<file path="src/rtl/fifo_uart_tx_pkg.sv">
// Shared types and constants for the FIFO-fed UART transmitter.
// The parity stage is built only when FIFO_UART_TX_PARITY_EN is defined.
package fifo_uart_tx_pkg;

  typedef enum logic [2:0] {
    IDLE,
    FETCH,
    LOAD,
    START,
    DATA,
    PARITY,
    STOP
  } state_t;

  localparam logic TX_IDLE_LVL = 1'b1;

  // Serial bits per frame: start + data + optional parity + stop.
  function automatic int unsigned frame_bits(input int unsigned width, input bit parity_en);
    return width + 32'd2 + (parity_en ? 32'd1 : 32'd0);
  endfunction

endpackage

</file>
<file path="src/rtl/fifo_uart_tx_if.sv">
// FIFO read port plus serial line and status for fifo_uart_tx.
// The master side is the FIFO/system; the slave side is the transmitter.
interface fifo_uart_tx_if #(
  parameter int unsigned WIDTH = 8
);

  logic             fifo_empty;
  logic [WIDTH-1:0] fifo_data;
  logic             fifo_rd_en;
  logic             tx;
  logic             busy;
  logic             frame_done;

  modport master (
    output fifo_empty,
    output fifo_data,
    input  fifo_rd_en,
    input  tx,
    input  busy,
    input  frame_done
  );

  modport slave (
    input  fifo_empty,
    input  fifo_data,
    output fifo_rd_en,
    output tx,
    output busy,
    output frame_done
  );

endinterface

</file>
<file path="src/rtl/fifo_uart_baud_cnt.sv">
// Bit-period counter: counts 0..CLKS_PER_BIT-1 and flags the last cycle of each bit.
module fifo_uart_baud_cnt #(
  parameter int unsigned CLKS_PER_BIT = 16
) (
  input  logic clk,
  input  logic rst,
  input  logic clr,
  output logic bit_tick
);

  localparam int unsigned CNT_W = (CLKS_PER_BIT > 1) ? $clog2(CLKS_PER_BIT) : 1;
  localparam logic [CNT_W-1:0] CNT_MAX = CNT_W'(CLKS_PER_BIT - 1);

  logic [CNT_W-1:0] r_cnt;

  always_ff @(posedge clk or posedge rst) begin
    if (rst) begin
      r_cnt <= '0;
    end else if (clr || (r_cnt == CNT_MAX)) begin
      r_cnt <= '0;
    end else begin
      r_cnt <= r_cnt + CNT_W'(1);
    end
  end

  assign bit_tick = (r_cnt == CNT_MAX);

endmodule

</file>
<file path="src/rtl/fifo_uart_tx.sv">
// Pops words from a synchronous FIFO and serialises them LSB-first as UART frames.
// Define FIFO_UART_TX_PARITY_EN to insert an even-parity bit before the stop bit.
module fifo_uart_tx
  import fifo_uart_tx_pkg::*;
#(
  parameter int unsigned WIDTH        = 8,
  parameter int unsigned CLKS_PER_BIT = 16
) (
  input  logic           clk,
  input  logic           rst,
  fifo_uart_tx_if.slave  bus
);

  localparam int unsigned IDX_W = $clog2(WIDTH + 1);
  localparam logic [IDX_W-1:0] LAST_IDX = IDX_W'(WIDTH - 1);

  state_t            r_state;
  state_t            w_state_nxt;
  logic [WIDTH-1:0]  r_shift;
  logic [IDX_W-1:0]  r_bit_idx;
  logic              w_bit_tick;
  logic              w_baud_clr;
  logic              w_tx;
  logic              w_busy;
  logic              w_rd_en;
  logic              w_frame_done;
`ifdef FIFO_UART_TX_PARITY_EN
  logic              r_parity;
`endif

  fifo_uart_baud_cnt #(
    .CLKS_PER_BIT(CLKS_PER_BIT)
  ) u_baud (
    .clk      (clk),
    .rst      (rst),
    .clr      (w_baud_clr),
    .bit_tick (w_bit_tick)
  );

  always_ff @(posedge clk or posedge rst) begin
    if (rst) begin
      r_state <= IDLE;
    end else begin
      r_state <= w_state_nxt;
    end
  end

  // Next state and Moore-decoded outputs; the empty flag is only looked at in IDLE.
  always_comb begin
    w_state_nxt  = r_state;
    w_tx         = TX_IDLE_LVL;
    w_busy       = 1'b1;
    w_rd_en      = 1'b0;
    w_frame_done = 1'b0;
    w_baud_clr   = 1'b0;
    case (r_state)
      IDLE: begin
        w_busy     = 1'b0;
        w_baud_clr = 1'b1;
        if (!bus.fifo_empty) w_state_nxt = FETCH;
      end
      FETCH: begin
        w_rd_en     = 1'b1;
        w_baud_clr  = 1'b1;
        w_state_nxt = LOAD;
      end
      LOAD: begin
        w_baud_clr  = 1'b1;
        w_state_nxt = START;
      end
      START: begin
        w_tx = 1'b0;
        if (w_bit_tick) w_state_nxt = DATA;
      end
      DATA: begin
        w_tx = r_shift[0];
        if (w_bit_tick && (r_bit_idx == LAST_IDX)) begin
`ifdef FIFO_UART_TX_PARITY_EN
          w_state_nxt = PARITY;
`else
          w_state_nxt = STOP;
`endif
        end
      end
      PARITY: begin
`ifdef FIFO_UART_TX_PARITY_EN
        w_tx = r_parity;
        if (w_bit_tick) w_state_nxt = STOP;
`else
        w_state_nxt = IDLE;
`endif
      end
      STOP: begin
        w_frame_done = w_bit_tick;
        if (w_bit_tick) w_state_nxt = IDLE;
      end
      default: begin
        w_state_nxt = IDLE;
      end
    endcase
  end

  // Word capture in LOAD, right shift at the end of each data bit.
  always_ff @(posedge clk or posedge rst) begin
    if (rst) begin
      r_shift   <= '0;
      r_bit_idx <= '0;
`ifdef FIFO_UART_TX_PARITY_EN
      r_parity  <= 1'b0;
`endif
    end else if (r_state == LOAD) begin
      r_shift   <= bus.fifo_data;
      r_bit_idx <= '0;
`ifdef FIFO_UART_TX_PARITY_EN
      r_parity  <= ^bus.fifo_data;
`endif
    end else if ((r_state == DATA) && w_bit_tick) begin
      r_shift   <= r_shift >> 1;
      r_bit_idx <= r_bit_idx + IDX_W'(1);
    end
  end

  assign bus.tx         = w_tx;
  assign bus.busy       = w_busy;
  assign bus.fifo_rd_en = w_rd_en;
  assign bus.frame_done = w_frame_done;

endmodule

</file>
<file path="src/flat_wrapper.sv">
// flat-port wrapper written by rule: the top's interface ports become plain ports
module fifo_uart_tx_flat import fifo_uart_tx_pkg::*;
#(
  parameter int unsigned WIDTH        = 8,
  parameter int unsigned CLKS_PER_BIT = 16
)
  (clk, rst, bus_fifo_empty, bus_fifo_data, bus_fifo_rd_en, bus_tx, bus_busy, bus_frame_done);
  fifo_uart_tx_if #(.WIDTH(WIDTH)) bus_i ();
  input  logic clk;
  input  logic rst;
  input wire logic [$bits(bus_i.fifo_empty)-1:0] bus_fifo_empty;
  input wire logic [$bits(bus_i.fifo_data)-1:0] bus_fifo_data;
  output wire logic [$bits(bus_i.fifo_rd_en)-1:0] bus_fifo_rd_en;
  output wire logic [$bits(bus_i.tx)-1:0] bus_tx;
  output wire logic [$bits(bus_i.busy)-1:0] bus_busy;
  output wire logic [$bits(bus_i.frame_done)-1:0] bus_frame_done;
  assign bus_i.fifo_empty = bus_fifo_empty;
  assign bus_i.fifo_data = bus_fifo_data;
  assign bus_fifo_rd_en = bus_i.fifo_rd_en;
  assign bus_tx = bus_i.tx;
  assign bus_busy = bus_i.busy;
  assign bus_frame_done = bus_i.frame_done;
  fifo_uart_tx #(.WIDTH(WIDTH), .CLKS_PER_BIT(CLKS_PER_BIT)) u_core (.clk(clk), .rst(rst), .bus(bus_i));
endmodule
</file>
<file path="config.mk">
export PLATFORM = sky130hd
export DESIGN_NAME = fifo_uart_tx_flat
export DESIGN_NICKNAME = d
export VERILOG_FILES = /design/src/rtl/fifo_uart_tx_pkg.sv /design/src/rtl/fifo_uart_tx_if.sv /design/src/rtl/fifo_uart_baud_cnt.sv /design/src/rtl/fifo_uart_tx.sv /design/src/flat_wrapper.sv
export SDC_FILE = /design/constraint.sdc
export NUM_CORES = 1
export LEC_CHECK = 0
export ABC_AREA = 1
export BUFFER_PORTS_ARGS = -buffer_cell sky130_fd_sc_hd__buf_2
export CAP_MARGIN = 0
export CORE_ASPECT_RATIO = 0.7
export CORE_UTILIZATION = 45
export DETAILED_ROUTE_END_ITERATION = 7
export PLACE_DENSITY = 0.76
export RECOVER_POWER = 50
export SKIP_CTS_REPAIR_TIMING = 1
export SYNTH_ARGS = -nofsm -noshare
export SYNTH_HDL_FRONTEND = slang
export SYNTH_HIERARCHICAL = 1
export SYNTH_SLANG_ARGS = --single-unit
</file>
<file path="constraint.sdc">
create_clock -name clk -period 2.85 [get_ports clk]
set_input_delay 0.1425 -clock clk [delete_from_list [all_inputs] [get_ports clk]]
set_output_delay 0.1425 -clock clk [all_outputs]
set_load 0.01 [all_outputs]
</file>
==> results.cfg <==
[route]
ant_nets = 0
wl_per_cell_microns = 11.0
dr.pass1.iters = 6
via_per_inst = 5.06
vias = 986
drt_wl_total_mm = 2.15
drcViolationCount = 0
first_iter_violations = 52

[synth]
synth-simple-area-share = 0.422
yosysTopAreaCellShare = 0.433
synth_top_family_by_area = simple AND/OR/NAND/NOR gates
ys.flop_type = dfrtp_1
synth_common_cells = nand2_1, nand3_1, dfrtp_1, inv_1, nor2_1
async_flop_share = 1.00
ys.warnings.count = 6
syn-cell-area_sq_mm = 0.00110
synth.distinct_cells = 21
synth_edf_count = 0
synth-adder-area-share = 0.0228
synth_area_leaders = dfrtp_1, nand2_1, nand3_1, inv_1, nor2_1
syn_nets = 160
synth_top_cell_by_area = dfrtp_1
yosys.cell_count.top_type = nand2_1
synth_seq_area_share = 0.433
ys_ff_latch = 19
synth.avg_cell_area_sq_um = 7.46
synth_xor_area_frac = 0.00798
synth_mux_area_frac = 0
syn_inst = 147
synth_compound_area_frac = 0.0445

[global_route]
grt_usage = 0.200
met1_usage = 0.270
grt_max_degree = 23
grt_pass1_vias = 871
antenna_found_initial = 0
grt_pass1_wl_mm = 3.79
grt-busiest-layer = met2
use_met2 = 0.302
grtUsageMet3 = 0.0640
gr-total-overflow = 0

[sta]
skew_ns = 0.00299
tns_ns = 0
setup_violations = 0
worstMarginPinSlew_ns = 0.586
slew_headroom = 0.609
max_freq_mhz = 560
hold_viol_final = 0
slew_violations = 0
rsz0062_at_grt = no
fin_crit_sh = 0.627
period_minus_slack_ns = 1.79

[setup_path]
cp.arrival_ns = 1.64
crit_fanout = 4
worstSetupPathType = flop to output pin
worst_setup_path_end_kind = output pin
cp_data_required_time_ns = 2.71
startpoint_type = flop

[pwr]
ir_drop_mv = 0.398
power_density_mw_per_mm2 = 849
power_leakage_nw = 0.680
p_total_mw = 1.02

[cts]
cts_max_path_buffers = 2
cts-root-buf = clkbuf_4
cts_tree = built
clk_pin_slew_worst_paths_ns = 0.10
htreeDepth = 1
insertion_delay_ns = 0.30
clkSinkCount = 19
cts_buffers = 3

[finish]
final_nets = 177
finalCoreUtilization = 0.542
drive_above_1_share = 0.160
area_growth_pct = 9.92
antenna_cells = 0

[floorplan]
rows = 14
start_util = 0.493
io_pins = 15
die_area_sq_mm = 0.00264
core-area_sq_mm = 0.00222
dieHeight_microns = 43.3
die_w_microns = 61.0

[min_path]
hp-class = primary input to flop

[place]
port_buffers = 14
hpwl_mm = 1.61
globalplace.congestion = 0.853

[outcome]
status = finished, final reports clean

[job]
maxCapViolations = 0
layout by cell type (no fill, tap or decap), types with 2 or more instances in the layout:
| cell type | instances |
|---|---|
| a21oi_1 | 2 |
| buf_2 | 13 |
| clkbuf_4 | 3 |
| dfrtp_1 | 19 |
| ha_1 | 2 |
| inv_1 | 12 |
| inv_2 | 2 |
| nand2_1 | 54 |
| nand2_2 | 2 |
| nand2_4 | 2 |
| nand3_1 | 24 |
| nand4_1 | 4 |
| nor2_1 | 11 |
| nor2_4 | 2 |
| o21ai_1 | 3 |
report_power, final:
part | leakage, nW | switching, mW | internal [mW]
combinational | 0.412 | 0.293 | 0.168
clock | 0.0177 | 0.0836 | 0.0523
sequential | 0.251 | 0.0788 | 0.349
metal layers:
layer / vias up / routed length, microns
li1: 505 / -
met1: 451 / 1010
met2: 28 / 1020
met3: 2 / 104
met4: 0 / 18
met5: - / 0
per-stage QoR:
step                      instances  hold WS, ns  setup WS, ns  instance area [sq um]
after floorplan                 147      -0.0914          1.41                   1100
after global placement          190       0.0385          1.30                   1180
after detailed placement        190       0.0398          1.21                   1180
after CTS                       194       -0.298          1.01                   1210
after global routing            195       0.0639         0.862                   1210
final                           195       0.0404          1.06                   1210
worst max-delay path, stage by stage (launching register included):
cell     delay (ns)
dfrtp_1        0.40
ha_1           0.19
nand2_1        0.08
nor2_1         0.28
inv_1          0.15
nor2_1         0.11
buf_2          0.13
flip-flops by register name, summed over array words and instances (netlist names):
| register | count |
|---|---|
| u_core/r_shift | 8 |
| u_core/r_state | 3 |
| u_core/u_baud/r_cnt | 4 |
| u_core/r_bit_idx | 4 |
final timing paths:
check,start,end,slack (ns),cells after the start
min in group asynchronous,rst,u_core/u_baud/r_cnt[2],0.24,3
worst min register to register,u_core/u_baud/r_cnt[0],u_core/u_baud/r_cnt[0],0.49,1
max in group asynchronous,rst,u_core/r_shift[5],2.04,3
worst max register to register,u_core/u_baud/r_cnt[0],u_core/r_bit_idx[3],1.22,7
worst min-delay path,bus_fifo_data[7],u_core/r_shift[7],0.04,3
worst max-delay path,u_core/u_baud/r_cnt[0],bus_frame_done,1.06,6
kinds of logic after synthesis:
group,after synthesis
xor+xnor,1
buf+inv,17
compound gates,7
fa+ha+maj,2
flops,19
simple gates,101
cell type report:
type	instances	area, sq um
fill	222	1020
multi-input combinational	111	532
sequential	19	475
timing repair buffer	15	78.8
inverter	14	52.6
tap	32	40.0
clock buffer	3	22.5
clock inverter	1	5.00
(Power assumes the default switching activity.)
